[src/rtl/reset_sequencer_pkg.sv]
// Shared types and constants for the reset sequencer and its button debouncer.
package reset_sequencer_pkg;

  typedef enum logic [1:0] {
    S_WAIT_LOCK = 2'd0,
    S_STRETCH   = 2'd1,
    S_RUN       = 2'd2,
    S_BTN       = 2'd3
  } reset_seq_state_t;

  // Idle values of the synchronizer chains: PLL reads unlocked, button reads released.
  localparam logic LOCK_SYNC_RESET = 1'b0;
  localparam logic BTN_SYNC_RESET  = 1'b1;

  // Counter width able to hold 0..n-1, never narrower than one bit.
  function automatic int cnt_width(input int n);
    return (n > 1) ? $clog2(n) : 1;
  endfunction

endpackage

[src/rtl/reset_sequencer_if.sv]
// Board-facing signal bundle of the reset sequencer.
// Watchdog kick/fired signals only exist when RESET_SEQ_WDT_EN is defined.
interface reset_sequencer_if;
  logic clk_locked_i;
  logic btn_ni;
  logic reset_o;
  logic locked_o;
  logic btn_event_o;
`ifdef RESET_SEQ_WDT_EN
  logic wdt_kick_i;
  logic wdt_fired_o;

  modport master (output clk_locked_i, btn_ni, wdt_kick_i,
                  input  reset_o, locked_o, btn_event_o, wdt_fired_o);
  modport slave  (input  clk_locked_i, btn_ni, wdt_kick_i,
                  output reset_o, locked_o, btn_event_o, wdt_fired_o);
`else
  modport master (output clk_locked_i, btn_ni,
                  input  reset_o, locked_o, btn_event_o);
  modport slave  (input  clk_locked_i, btn_ni,
                  output reset_o, locked_o, btn_event_o);
`endif
endinterface

[src/rtl/reset_sequencer_debounce.sv]
// Synchronizer plus debouncer for one asynchronous, bouncy input.
// The level only changes after DEBOUNCE_CYCLES consecutive disagreeing samples.
module debounce
  import reset_sequencer_pkg::*;
#(
  parameter int   SYNC_STAGES     = 2,
  parameter int   DEBOUNCE_CYCLES = 120000,
  parameter logic RESET_LEVEL     = 1'b1
) (
  input  logic clk,
  input  logic reset_ni,
  input  logic raw_i,
  output logic level_o,
  output logic fall_o
);

  localparam int            CW       = cnt_width(DEBOUNCE_CYCLES);
  localparam logic [CW-1:0] CNT_LAST = CW'(DEBOUNCE_CYCLES - 1);

  logic [SYNC_STAGES-1:0] sync_q;
  logic                   synced;
  logic [CW-1:0]          cnt_q, cnt_d;
  logic                   level_q, level_d;
  logic                   fall_q, fall_d;

  assign synced  = sync_q[SYNC_STAGES-1];
  assign level_o = level_q;
  assign fall_o  = fall_q;

  // Plain flop chain bringing the raw input into the clk domain.
  always_ff @(posedge clk) begin
    if (!reset_ni) sync_q <= {SYNC_STAGES{RESET_LEVEL}};
    else           sync_q <= {sync_q[SYNC_STAGES-2:0], raw_i};
  end

  // Count disagreeing samples; flip the level on the last one, restart on any agreement.
  always_comb begin
    level_d = level_q;
    cnt_d   = '0;
    if (synced != level_q) begin
      if (cnt_q == CNT_LAST) level_d = synced;
      else                   cnt_d   = cnt_q + 1'b1;
    end
    fall_d = level_q & ~level_d;
  end

  // Debounce state and the registered falling-edge pulse.
  always_ff @(posedge clk) begin
    if (!reset_ni) begin
      cnt_q   <= '0;
      level_q <= RESET_LEVEL;
      fall_q  <= 1'b0;
    end else begin
      cnt_q   <= cnt_d;
      level_q <= level_d;
      fall_q  <= fall_d;
    end
  end

endmodule

[src/rtl/reset_sequencer.sv]
// SoC reset sequencer: waits for PLL lock, stretches reset, holds reset while the
// debounced button is pressed and re-enters reset on lock loss.
// Optional watchdog enabled by defining RESET_SEQ_WDT_EN.
module reset_sequencer
  import reset_sequencer_pkg::*;
#(
  parameter int SYNC_STAGES     = 2,
  parameter int DEBOUNCE_CYCLES = 120000,
  parameter int RESET_CYCLES    = 31
`ifdef RESET_SEQ_WDT_EN
  , parameter int WDT_CYCLES    = 12000000
`endif
) (
  input  logic               clk,
  input  logic               reset_ni,
  reset_sequencer_if.slave   bus
);

  localparam int            SW           = cnt_width(RESET_CYCLES + 1);
  localparam logic [SW-1:0] STRETCH_LAST = SW'(RESET_CYCLES - 1);
  localparam logic [SW-1:0] STRETCH_MAX  = '1;

  reset_seq_state_t       state_q, state_d;
  logic [SW-1:0]          stretch_q, stretch_d;
  logic [SYNC_STAGES-1:0] lock_sync_q;
  logic                   locked;
  logic                   btn_level;
  logic                   btn_fall;
  logic                   reset_q;

`ifdef RESET_SEQ_WDT_EN
  localparam int            WW       = cnt_width(WDT_CYCLES + 1);
  localparam logic [WW-1:0] WDT_LAST = WW'(WDT_CYCLES - 1);
  localparam logic [WW-1:0] WDT_MAX  = '1;

  logic [WW-1:0] wdt_q, wdt_d;
  logic          wdt_fired_q, wdt_fired_d;
`endif

  assign locked          = lock_sync_q[SYNC_STAGES-1];
  assign bus.locked_o    = locked;
  assign bus.reset_o     = reset_q;
  assign bus.btn_event_o = btn_fall;

  debounce #(
    .SYNC_STAGES    (SYNC_STAGES),
    .DEBOUNCE_CYCLES(DEBOUNCE_CYCLES),
    .RESET_LEVEL    (BTN_SYNC_RESET)
  ) u_btn (
    .clk     (clk),
    .reset_ni(reset_ni),
    .raw_i   (bus.btn_ni),
    .level_o (btn_level),
    .fall_o  (btn_fall)
  );

  // PLL lock synchronizer; lock is trusted only after the full chain.
  always_ff @(posedge clk) begin
    if (!reset_ni) lock_sync_q <= {SYNC_STAGES{LOCK_SYNC_RESET}};
    else           lock_sync_q <= {lock_sync_q[SYNC_STAGES-2:0], bus.clk_locked_i};
  end

  // Sequencing decisions: lock loss beats a press, a press beats the counters.
  always_comb begin
    state_d   = state_q;
    stretch_d = '0;
`ifdef RESET_SEQ_WDT_EN
    wdt_d       = '0;
    wdt_fired_d = wdt_fired_q;
`endif
    case (state_q)
      S_WAIT_LOCK: begin
        if (locked) state_d = S_STRETCH;
      end
      S_STRETCH: begin
        if (!locked)                        state_d = S_WAIT_LOCK;
        else if (!btn_level)                state_d = S_BTN;
        else if (stretch_q == STRETCH_LAST) state_d = S_RUN;
        else stretch_d = (stretch_q == STRETCH_MAX) ? stretch_q : stretch_q + 1'b1;
      end
      S_RUN: begin
        if (!locked)         state_d = S_WAIT_LOCK;
        else if (!btn_level) state_d = S_BTN;
`ifdef RESET_SEQ_WDT_EN
        else if (bus.wdt_kick_i) wdt_d = '0;
        else if (wdt_q == WDT_LAST) begin
          state_d     = S_STRETCH;
          wdt_fired_d = 1'b1;
        end
        else wdt_d = (wdt_q == WDT_MAX) ? wdt_q : wdt_q + 1'b1;
`endif
      end
      S_BTN: begin
        if (!locked)        state_d = S_WAIT_LOCK;
        else if (btn_level) state_d = S_STRETCH;
      end
      default: state_d = S_WAIT_LOCK;
    endcase
  end

  // State, stretch counter and the reset output taken straight from the next state.
  always_ff @(posedge clk) begin
    if (!reset_ni) begin
      state_q   <= S_WAIT_LOCK;
      stretch_q <= '0;
      reset_q   <= 1'b1;
    end else begin
      state_q   <= state_d;
      stretch_q <= stretch_d;
      reset_q   <= (state_d != S_RUN);
    end
  end

`ifdef RESET_SEQ_WDT_EN
  assign bus.wdt_fired_o = wdt_fired_q;

  // Watchdog counter and sticky fired flag; only reset_ni clears the flag.
  always_ff @(posedge clk) begin
    if (!reset_ni) begin
      wdt_q       <= '0;
      wdt_fired_q <= 1'b0;
    end else begin
      wdt_q       <= wdt_d;
      wdt_fired_q <= wdt_fired_d;
    end
  end
`endif

endmodule

[src/flat_wrapper.sv]
// flat-port wrapper written by rule: the top's interface ports become plain ports
module reset_sequencer_flat import reset_sequencer_pkg::*;
#(
  parameter int SYNC_STAGES     = 2,
  parameter int DEBOUNCE_CYCLES = 120000,
  parameter int RESET_CYCLES    = 31

)
  (clk, reset_ni, bus_clk_locked_i, bus_btn_ni, bus_reset_o, bus_locked_o, bus_btn_event_o);
  reset_sequencer_if bus_i ();
  input  logic clk;
  input  logic reset_ni;
  input wire logic [$bits(bus_i.clk_locked_i)-1:0] bus_clk_locked_i;
  input wire logic [$bits(bus_i.btn_ni)-1:0] bus_btn_ni;
  output wire logic [$bits(bus_i.reset_o)-1:0] bus_reset_o;
  output wire logic [$bits(bus_i.locked_o)-1:0] bus_locked_o;
  output wire logic [$bits(bus_i.btn_event_o)-1:0] bus_btn_event_o;
  assign bus_i.clk_locked_i = bus_clk_locked_i;
  assign bus_i.btn_ni = bus_btn_ni;
  assign bus_reset_o = bus_i.reset_o;
  assign bus_locked_o = bus_i.locked_o;
  assign bus_btn_event_o = bus_i.btn_event_o;
  reset_sequencer #(.SYNC_STAGES(SYNC_STAGES), .DEBOUNCE_CYCLES(DEBOUNCE_CYCLES), .RESET_CYCLES(RESET_CYCLES)) u_core (.clk(clk), .reset_ni(reset_ni), .bus(bus_i));
endmodule
[config.mk]
export PLATFORM = sky130hd
export DESIGN_NAME = reset_sequencer_flat
export DESIGN_NICKNAME = d
export VERILOG_FILES = /design/src/rtl/reset_sequencer_pkg.sv /design/src/rtl/reset_sequencer_if.sv /design/src/rtl/reset_sequencer_debounce.sv /design/src/rtl/reset_sequencer.sv /design/src/flat_wrapper.sv
export SDC_FILE = /design/constraint.sdc
export NUM_CORES = 1
export LEC_CHECK = 0
export ABC_AREA = 1
export BUFFER_PORTS_ARGS = -buffer_cell sky130_fd_sc_hd__buf_4
export CORE_MARGIN = 1
export CORE_UTILIZATION = 54
export DETAILED_ROUTE_END_ITERATION = 6
export PLACE_DENSITY = 0.78
export SETUP_SLACK_MARGIN = 0.2
export SYNTH_ARGS = -nofsm -noshare
export SYNTH_HDL_FRONTEND = slang
export SYNTH_HIERARCHICAL = 1
export SYNTH_SLANG_ARGS = --single-unit
export TNS_END_PERCENT = 20
[constraint.sdc]
create_clock -name clk -period 1.2 [get_ports clk]
set_input_delay 0.3 -clock clk [delete_from_list [all_inputs] [get_ports clk]]
set_output_delay 0.3 -clock clk [all_outputs]
set_load 0.02 [all_outputs]
==> flow_summary.yaml, run 1 <==
status:
  run_status: "finished, violations left"
  violated_checks: "setup timing"
global_routing:
  grt_start_max_net_pins: 11
  gr-usage-all-layers_pct: 28.2
  grt_pass1_vias: 1537
  grt_first_pass_wirelength_um: 6600
  number_of_antenna_violations_at_the_first_check_in_global_routing: 0
  remaining_global_route_overflow: 0
sta:
  worst_case_headroom_to_the_max_slew_limit_pct: 78.2
  worstMarginPinSlew_ns: 0.325
  drv_slew: 0
  grt_setup_unrepaired: "yes"
  maxClockFrequency_mhz: 775
  post-route-min-period_ns: 1.29
  setup_viol_count_final: 21
  clock-skew-final_ns: 0.00980
  timing.final.hold_violations: 0
  postLayoutSetupSlackWorst_ns: -0.0900
  fin_crit_sh_pct: 107
logic_synthesis:
  synth_mux_area_share_pct: 0.649
  synth_sequential_area_ratio_pct: 40.2
  post_synth_fa_ha_maj_area_fraction_pct: 3.24
  area_share_of_the_leading_cell_type_in_the_synthesized_netlist_pct: 40.2
  post_synth_main_area_contributors: "sky130_fd_sc_hd__dfxtp_1 (40%), sky130_fd_sc_hd__nand2_1 (13%), sky130_fd_sc_hd__nor2_1 (7.8%), sky130_fd_sc_hd__inv_1 (6.1%), sky130_fd_sc_hd__nor2_2 (4.5%)"
  post_synthesis_share_of_cell_area_spent_on_xor_and_xnor_gates_pct: 3.41
  netlist_instances: 213
  yosysTopAreaCell: "sky130_fd_sc_hd__dfxtp_1"
  largest_family_of_logic_cells_by_synthesized_area: "simple AND/OR/NAND/NOR gates"
  flops_latches_synth: 31
  synth_cell_types: 26
  postSynthAreaPerCell_um2: 7.24
  synth-compound-area-share_pct: 6.65
  yosys_warnings: 6
  synth-simple-area-share_pct: 37.6
  syn_area_um2: 1540
  syn_nets: 221
pwr:
  switching_power_mw: 0.438
  p_clk_share_pct: 45.0
  power.share.switching_pct: 22.1
  finalPower_mw: 1.98
  power_density_nw_per_um2: 915
  power.leakage_nw: 0.806
  worst_ir_drop_vdd_mv: 1.10
  combPwrFrac_pct: 2.7
  internal_power_mw: 1.54
  pwr-share-seq_pct: 52.3
final_layout:
  antenna_cells: 0
  syn_to_final_growth_pct: 40.3
  layout.cells.most_common: "sky130_fd_sc_hd__nand2_1"
  commonest_cells_after_routing_fill_and_taps_aside: "sky130_fd_sc_hd__nand2_1 (47), sky130_fd_sc_hd__buf_4 (32), sky130_fd_sc_hd__inv_1 (21), sky130_fd_sc_hd__nor2_1 (21), sky130_fd_sc_hd__dfxtp_1 (19)"
  drive_gt1_share_pct: 44.9
  filler_cell_count: 149
  finalInstanceArea_um2: 2160
  post_layout_net_count: 263
place:
  detailed_place_hpwl_um: 2300
  routabilityCongestion: 0.844
  port_buffers: 6
  place_area_um2: 1830
clocking:
  cts_max_level: 2
  clock_latency_ns: 0.35
  clk_pin_slew_worst_paths_ns: 0.10
  tritoncts: "built"
  numClockSinks: 31
  clk_root_buffer_cell: "sky130_fd_sc_hd__clkbuf_4"
  cts_made_buffers: 5
  clockBufferDepth: 2
critical_path:
  worst_ep_arrival_time_ns: 1.57
  cp_max_fo: 3
  cpLargestDelayFamily: "simple AND/OR/NAND/NOR gates"
  timing.critical_path.to_type: "flop"
  start_kind: "flop"
  required_ns: 1.48
  crit_type: "reg2reg"
  path_buf_inv: 1
  cpMaxStageDelayCell: "sky130_fd_sc_hd__dfxtp_4"
  timing.critical_path.cells: "ha_4, nand3_4, buf_4, or2_2, a21oi_2"
  cpPeakStageDelay_ns: 0.38
route:
  finalWirelength_um: 4340
  per_cell_via_count_in_the_routed_design: 5.49
  detail_route.iter0.violations: 90
  detail_route.wl_per_cell_um: 15.1
  num_vias: 1577
  antenna_violating_nets_post_route: 0
  first_pass_iters: 4
  drc: 0
floorplanning:
  die_area_um2: 3070
  start_util_pct: 56.4
  placeableCoreArea_um2: 2730
  dieHeight_um: 55.5
  count_of_pins_on_the_block_boundary: 7
  die_x_um: 55.5
  core.rowCount: 19
run:
  max_cap_viol: 0
worst_hold_path:
  hp-class: "in2reg"
-- Yosys cell counts --
library cell	count
sky130_fd_sc_hd__nand4_1	8
sky130_fd_sc_hd__o21bai_1	2
sky130_fd_sc_hd__nand3b_4	1
sky130_fd_sc_hd__inv_1	25
sky130_fd_sc_hd__xor2_1	3
sky130_fd_sc_hd__nor2_2	11
sky130_fd_sc_hd__nand2_2	3
sky130_fd_sc_hd__nand2_1	53
sky130_fd_sc_hd__buf_12	1
sky130_fd_sc_hd__a21oi_1	10
sky130_fd_sc_hd__o21ai_1	1
sky130_fd_sc_hd__inv_2	2
sky130_fd_sc_hd__o21ai_0	3
sky130_fd_sc_hd__buf_2	1
sky130_fd_sc_hd__ha_1	4
sky130_fd_sc_hd__nand2_4	1
sky130_fd_sc_hd__dfxtp_1	31
sky130_fd_sc_hd__xnor2_1	3
sky130_fd_sc_hd__nand3_1	10
sky130_fd_sc_hd__mux2i_1	1
sky130_fd_sc_hd__or2_2	1
sky130_fd_sc_hd__nand3_2	2
sky130_fd_sc_hd__a21oi_2	2
sky130_fd_sc_hd__nor3_1	1
sky130_fd_sc_hd__nor2_1	32
sky130_fd_sc_hd__nor2_4	1
-- per-stage QoR --
stage	TNS, ns	util, %	setup WS, ns	hold WS (ns)	cells
detailed placement	-0.420	66.9	-0.0630	0.399	272
CTS	-0.320	75.1	-0.0658	0.129	285
global route	-2.10	79.2	-0.135	0.130	287
finish	-1.02	79.2	-0.0900	0.131	287
global placement	-0.131	66.9	-0.0332	0.393	272
floorplan	-0.0410	-	-0.0362	0.369	213
-- worst min-delay path: stages --
cell,delay [ns]
sky130_fd_sc_hd__buf_4,0.07
sky130_fd_sc_hd__nand2_1,0.04
sky130_fd_sc_hd__inv_1,0.04
-- area by class of cell --
class / instances / area [um^2] / area share (%)
timing repair buffer: 35 / 274 / 12.7
multi-input combinational: 155 / 1010 / 46.8
clock buffer: 6 / 51.3 / 2.37
clock inverter: 2 / 35.0 / 1.62
sequential: 31 / 646 / 29.8
tap: 31 / 38.8 / 1.79
inverter: 27 / 106 / 4.91
-- registers in the layout, indices dropped and copies added, names as in the netlist --
name                  cells
u_core/u_btn/cnt_q       17
u_core/u_btn/level_o      1
u_core/bus.reset_o        1
u_core/stretch_q          5
u_core/lock_sync_q        2
u_core/u_btn/fall_o       1
u_core/state_q            2
u_core/u_btn/sync_q       2
-- worst paths after layout --
kind	start	endpoint	slack, ns	cells past startpoint
min	bus_clk_locked_i	u_core/lock_sync_q[0]	0.13	3
min reg2reg	u_core/u_btn/sync_q[0]	u_core/u_btn/sync_q[1]	0.42	2
max	u_core/u_btn/cnt_q[0]	u_core/u_btn/cnt_q[4]	-0.09	5
max reg2reg	u_core/u_btn/cnt_q[0]	u_core/u_btn/cnt_q[4]	-0.09	5
-- kinds of logic (layout without fill, tap and decap cells) --
family,after synthesis,count (layout)
multiplexers,1,1
flip-flops,31,31
adder cells (fa/ha/maj),4,4
XOR/XNOR,6,6
AND/OR/NAND/NOR,124,126
buffers and inverters,29,70
AO/OA/AOI/OAI,18,18
-- metal layers --
layer / GRT usage [%] / share of wire [%] / vias to the layer above
li1: - / - / 755
met1: 30.4 / 38 / 706
met2: 47.2 / 49 / 89
met3: 9.13 / 7.0 / 27
met4: 18.6 / 5.9 / 0
met5: 0 / 0 / -
-- power groups by stage --
stage	clock [mW]	sequential [mW]	combinational [mW]
after detailed placement	0	1.06	0.0414
after global routing	0.946	1.04	0.0570
after floorplan	0	1.06	0.0221
after global placement	0	1.06	0.0398
final	0.891	1.04	0.0530
after CTS	0.891	1.04	0.0519
-- repair_timing --
item	4_1_cts	5_1_grt
hold buffers	0	0
gates resized for setup	28	30
cloned	2	0
setup endpoints to repair	30	30
pin swaps	5	14
buffers inserted	3	2
Note: power is estimated with default switching activity, not from simulation.
==> run 2: changes to the inputs <==
- ABC_AREA: 1 -> 0
- CORE_UTILIZATION: 54 -> 52
- PLACE_DENSITY: 0.78 -> 0.76
- SKIP_CTS_REPAIR_TIMING: unset -> 1
==> run 2 against run 1 <==
  * The run still ends with setup timing left
  * Count of clock-buffer cells in the layout stayed put
  * Hold slack better by 0.044 ns
  * Synthesized area is 14% lower
  * Core utilization is 2.2 points lower
  * Power is 15% lower
  * Synthesized cell count is 34% lower
  * Combinational power is 24% lower
  * Sequential power hardly changed
  * Die area is 11% lower
  * Routed wire length is 39% lower
  * Maximum frequency is 30% lower
==> flow_summary.yaml, run 2 <==
status:
  run_status: "finished, violations left"
  violated_checks: "setup timing"
floorplanning:
  count_of_pins_on_the_block_boundary: 7
  placeableCoreArea_um2: 2300
  dieHeight_um: 52.5
  die_x_um: 52.5
  start_util_pct: 57.6
  die_area_um2: 2750
  core.rowCount: 17
logic_synthesis:
  postSynthAreaPerCell_um2: 9.39
  ys_async_sr_fraction_pct: 0
  synth_cell_types: 35
  synth_most_common_cell: "sky130_fd_sc_hd__dfxtp_1"
  post_synth_fa_ha_maj_area_fraction_pct: 3.78
  yosys_warnings: 6
  post_synth_main_area_contributors: "sky130_fd_sc_hd__dfxtp_1 (47%), sky130_fd_sc_hd__xor2_1 (7.9%), sky130_fd_sc_hd__nor2_1 (6.2%), sky130_fd_sc_hd__ha_1 (3.8%), sky130_fd_sc_hd__nand4_1 (3.8%)"
  area_share_of_the_leading_cell_type_in_the_synthesized_netlist_pct: 46.9
  syn_area_um2: 1320
  flops_latches_synth: 31
  synth-edff-count: 0
  synth_ff_type: "sky130_fd_sc_hd__dfxtp_1"
  syn_nets: 149
  netlist_instances: 141
  synth-simple-area-share_pct: 30.5
  synth-compound-area-share_pct: 5.48
  synth_mux_area_share_pct: 0.756
  yosys-top-cells-count: "sky130_fd_sc_hd__dfxtp_1 (31), sky130_fd_sc_hd__nor2_1 (22), sky130_fd_sc_hd__xor2_1 (12)"
  largest_family_of_logic_cells_by_synthesized_area: "simple AND/OR/NAND/NOR gates"
  synth_sequential_area_ratio_pct: 46.9
  yosysTopAreaCell: "sky130_fd_sc_hd__dfxtp_1"
  post_synthesis_share_of_cell_area_spent_on_xor_and_xnor_gates_pct: 10.6
global_routing:
  grt_start_max_net_pins: 18
  gr-usage-all-layers_pct: 23.2
  grt_first_pass_wirelength_um: 4440
  grt_pass1_vias: 1126
  remaining_global_route_overflow: 0
  number_of_antenna_violations_at_the_first_check_in_global_routing: 0
critical_path:
  cp_max_fo: 3
  critPathMostFrequentCell: "sky130_fd_sc_hd__or4_4"
  timing.critical_path.to_type: "flop"
  worst-r2r-setup-slack_ns: -0.65
  crit_type: "reg2reg"
  regToRegEndpoint: "u_core/u_btn/level_o"
  start_kind: "flop"
  ff2ff_path_depth: 4
  cpMaxStageDelayCell: "sky130_fd_sc_hd__or4b_4"
  startpoint: "u_core/u_btn/cnt_q[8]"
  required_ns: 1.47
  timing.critical_path.cells: "or4b_4, or4_4, or4_4, nand3_2"
  setup.worst_path.end: "u_core/u_btn/level_o"
  cpPeakStageDelay_ns: 0.52
  worst_ep_arrival_time_ns: 2.12
  worstReg2RegStart: "u_core/u_btn/cnt_q[8]"
clocking:
  clockBufferDepth: 2
  clk_pin_slew_worst_paths_ns: 0.09
  cts_made_buffers: 5
  tritoncts: "built"
  clk_root_buffer_cell: "sky130_fd_sc_hd__clkbuf_4"
  numClockSinks: 31
  cts_max_level: 2
  clock_latency_ns: 0.33
final_layout:
  top_register: "u_core/u_btn/cnt_q"
  top_regs: "u_core/u_btn/cnt_q (17), u_core/stretch_q (5)"
  post-route-util_pct: 77.0
  antenna_cells: 0
  commonest_cells_after_routing_fill_and_taps_aside: "sky130_fd_sc_hd__buf_4 (36), sky130_fd_sc_hd__dfxtp_1 (26), sky130_fd_sc_hd__nor2_1 (22), sky130_fd_sc_hd__xor2_1 (12), sky130_fd_sc_hd__nand4_1 (8)"
  largest_reg_flops: 17
  syn_to_final_growth_pct: 33.6
  post_layout_net_count: 193
  post_layout_nonfiller_instances: 213
  drive_gt1_share_pct: 35.1
  finalInstanceArea_um2: 1770
  layout.cells.most_common: "sky130_fd_sc_hd__buf_4"
route:
  route.met2.wl_um: 1370
  detail_route.wl_per_cell_um: 12.4
  routedLengthMet1_um: 1150
  num_vias: 1132
  first_pass_iters: 4
  met3_wire_length_um: 82
  drc: 0
  finalWirelength_um: 2650
  per_cell_via_count_in_the_routed_design: 5.31
  detail_route.iter0.violations: 12
  route.top_layer_used: "met4"
  antenna_violating_nets_post_route: 0
sta:
  clock-skew-final_ns: 0.00721
  grt_setup_unrepaired: "yes"
  worstMarginPinSlew_ns: 0.301
  postLayoutSetupSlackWorst_ns: -0.653
  timing.final.hold_violations: 0
  setup_viol_count_final: 25
  maxClockFrequency_mhz: 540
  worst_case_headroom_to_the_max_slew_limit_pct: 79.7
  post-route-min-period_ns: 1.85
  drv_slew: 0
  fin_crit_sh_pct: 154
  worst_hold_slack_ns: 0.175
place:
  place_area_um2: 1660
  routabilityCongestion: 0.816
  dpl_worst_slack_ns: -0.641
  dp.cells: 206
  port_buffers: 6
  detailed_place_hpwl_um: 1920
pwr:
  worst_ir_drop_vdd_mv: 0.925
  power.leakage_nw: 0.699
  power_density_nw_per_um2: 955
worst_hold_path:
  hp-class: "in2reg"
  worst_hold_depth: 2
run:
  max_cap_viol: 0
## run 2: cell count changes after synthesis, moves of 5 or more
| cell | change |
|---|---|
| sky130_fd_sc_hd__inv_1 | -23 |
| sky130_fd_sc_hd__nand2_1 | -46 |
| sky130_fd_sc_hd__xor2_1 | +9 |
| sky130_fd_sc_hd__nor2_1 | -10 |
| sky130_fd_sc_hd__nor2_2 | -11 |
| sky130_fd_sc_hd__a21oi_1 | -5 |
## run 2: power by group
group	switching, mW	leakage [nW]	internal (mW)
logic	0.0191	0.413	0.0212
registers	0.00464	0.252	1.04
clock network	0.338	0.0341	0.271
total	0.362	0.699	1.33
## run 2: metrics by stage
| step | power, mW | TNS, ns |
|---|---|---|
| 6_report | 1.69 | -12.14 |
| 5_1_grt | 1.76 | -13.31 |
| 4_1_cts | 1.72 | -12.50 |
| 3_5_place_dp | 1.10 | -12.16 |
| 3_3_place_gp | 1.10 | -11.61 |
| 2_1_floorplan | 1.08 | -11.42 |
## run 2: area by class of cell
cell class / instances / area [um^2]
Multi-Input combinational cell: 105 / 719
Sequential cell: 31 / 627
Fill cell: 170 / 528
Timing Repair Buffer: 40 / 324
Clock buffer: 6 / 51.3
Tap cell: 28 / 35.0
Inverter: 2 / 7.51
Clock inverter: 1 / 5.00
## run 2: critical path: cells and delay by family, from the launching register on
family,cells,cell delay (ns)
simple gates,4,1.47
flops,1,0.33
## run 2: worst min path at each step
stage	start	to	slack, ns
global placement	u_core/u_btn/sync_q[0]	u_core/u_btn/sync_q[1]	0.39
floorplan	reset_ni	u_core/u_btn/level_o	0.37
global route	bus_btn_ni	u_core/u_btn/sync_q[0]	0.15
finish	bus_btn_ni	u_core/u_btn/sync_q[0]	0.17
CTS	bus_btn_ni	u_core/u_btn/sync_q[0]	0.16
detailed placement	u_core/u_btn/sync_q[0]	u_core/u_btn/sync_q[1]	0.40
## run 2: kinds of logic after synthesis
kind of cell,Yosys count
xor+xnor,16
flops,31
fa+ha+maj,4
buf+inv,5
simple gates,72
compound gates,12
mux,1
## run 2: per-layer routing
metal | vias to the layer above | track usage (%)
li1 | 580 | -
met2 | 17 | 40.7
met1 | 531 | 22.4
met4 | 0 | 14.5
met5 | - | 0
met3 | 4 | 8.99
==> run 3: changes to the inputs <==
- CORE_UTILIZATION: 52 -> 33
- PLACE_DENSITY: 0.76 -> 0.54
- TNS_END_PERCENT: 20 -> unset
==> run 3 against run 2 <==
  * The flow still finishes with violations (setup timing)
  * Highest routed layer unchanged
  * Critical endpoint unchanged
  * Largest power group unchanged
  * Non-clock buffer count is 2 lower
  * Setup slack better by 0.026 ns
  * Largest cell class unchanged
  * Maximum frequency is 1.4% higher
==> flow_summary.yaml, run 3 (synthesized netlist as in run 2, its figures left out) <==
critical_path:
  timing.critical_path.cells: "or4b_1, or4_4, or4_1, nand3_1"
  timing.critical_path.to_type: "flop"
  required_ns: 1.43
  start_kind: "flop"
  cp_max_fo: 3
  crit_cells: 4
  worst_ep_arrival_time_ns: 2.05
  ff2ff_path_depth: 4
  cpMaxStageDelayCell: "sky130_fd_sc_hd__or4b_1"
  cpPeakStageDelay_ns: 0.52
  path_buf_inv: 0
  crit_type: "reg2reg"
  cpLargestDelayFamily: "simple AND/OR/NAND/NOR gates"
final_layout:
  post-route-util_pct: 50.5
  largest_reg_flops: 17
  post_layout_net_count: 191
  drive_gt1_share_pct: 37.0
  top_register: "u_core/u_btn/cnt_q"
  commonest_cells_after_routing_fill_and_taps_aside: "sky130_fd_sc_hd__buf_4 (32), sky130_fd_sc_hd__dfxtp_1 (25), sky130_fd_sc_hd__nor2_1 (20), sky130_fd_sc_hd__xor2_1 (12)"
  post_layout_nonfiller_instances: 232
  top_regs: "u_core/u_btn/cnt_q (17), u_core/stretch_q (5)"
  syn_to_final_growth_pct: 42.8
  antenna_cells: 0
  layout.cells.most_common: "sky130_fd_sc_hd__buf_4"
clocking:
  tritoncts: "built"
  clk_root_buffer_cell: "sky130_fd_sc_hd__clkbuf_8"
  clockBufferDepth: 2
  cts_max_level: 2
  clk_pin_slew_worst_paths_ns: 0.06
  numClockSinks: 31
  cts_made_buffers: 5
  clock_latency_ns: 0.28
pwr:
  power.leakage_nw: 0.722
  power_density_nw_per_um2: 1120
  worst_ir_drop_vdd_mv: 0.796
sta:
  postLayoutSetupSlackWorst_ns: -0.626
  setup_viol_count_final: 24
  post-route-min-period_ns: 1.83
  maxClockFrequency_mhz: 548
  worst_case_headroom_to_the_max_slew_limit_pct: 76.8
  fin_crit_sh_pct: 152
  timing.final.hold_violations: 0
  drv_slew: 0
  clock-skew-final_ns: 0.00633
  worstMarginPinSlew_ns: 0.345
  grt_setup_unrepaired: "yes"
floorplanning:
  core.rowCount: 22
  start_util_pct: 35.4
  count_of_pins_on_the_block_boundary: 7
  placeableCoreArea_um2: 3740
  die_area_um2: 4270
  dieHeight_um: 65.3
  die_x_um: 65.3
global_routing:
  number_of_antenna_violations_at_the_first_check_in_global_routing: 0
  grt_start_max_net_pins: 18
  grt_pass1_vias: 1104
  gr-usage-all-layers_pct: 15.2
  remaining_global_route_overflow: 0
  grt_first_pass_wirelength_um: 4730
status:
  violated_checks: "setup timing"
  run_status: "finished, violations left"
place:
  dp.cells: 224
  detailed_place_hpwl_um: 2000
  routabilityCongestion: 0.764
  port_buffers: 6
route:
  drc: 0
  detail_route.wl_per_cell_um: 12.1
  first_pass_iters: 4
  finalWirelength_um: 2810
  antenna_violating_nets_post_route: 0
  detail_route.iter0.violations: 30
  per_cell_via_count_in_the_routed_design: 4.71
  num_vias: 1093
worst_hold_path:
  hp-class: "in2reg"
  worst_hold_depth: 2
run:
  max_cap_viol: 0
-- run 3: cell types whose count changed in the layout (fill, tap and decap cells not counted), sizes merged --
cell / previous run / this run
buf: 40 / 38
bufinv: 0 / 1
-- run 3: path summary, 6_finish.rpt --
| check | startpoint | endpoint | slack, ns |
|---|---|---|---|
| worst max-delay path | u_core/u_btn/cnt_q[8] | u_core/u_btn/level_o | -0.63 |
| worst min-delay path | bus_btn_ni | u_core/u_btn/sync_q[0] | 0.21 |
| worst max register to register | u_core/u_btn/cnt_q[8] | u_core/u_btn/level_o | -0.63 |
| worst min register to register | u_core/u_btn/sync_q[0] | u_core/u_btn/sync_q[1] | 0.41 |
-- run 3: where the power goes --
part / switching [mW] / internal, mW / total, mW
logic: 0.0198 / 0.0217 / 0.0414
clock network: 0.373 / 0.671 / 1.04
registers: 0.00444 / 1.04 / 1.04
-- run 3: area by class of cell --
cell class | count | area, um^2
Clock inverter | 2 | 35.0
Tap cell | 48 | 60.1
Timing Repair Buffer | 38 | 317
Clock buffer | 6 | 82.6
Multi-Input combinational cell | 105 | 756
Inverter | 2 | 10.0
Sequential cell | 31 | 631
Fill cell | 357 | 1850
-- run 3: layer usage --
metal	vias to the layer above	wire (um)	track usage [%]
met3	8	71	4.69
li1	575	-	-
met1	501	1260	17.1
met4	0	54	8.15
met5	-	0	0
met2	9	1420	25.4
-- run 3: per-stage QoR --
step | worst slack [ns] | cell area (um^2) | total power [mW] | hold WS (ns) | TNS [ns]
2_1_floorplan | -0.634 | 1370 | 1.08 | 0.373 | -10.97
3_3_place_gp | -0.589 | 1710 | 1.10 | 0.390 | -11.18
3_5_place_dp | -0.616 | 1710 | 1.10 | 0.391 | -11.88
4_1_cts | -0.637 | 1830 | 2.16 | 0.204 | -12.21
5_1_grt | -0.695 | 1890 | 2.23 | 0.212 | -13.35
6_report | -0.626 | 1890 | 2.12 | 0.208 | -11.84
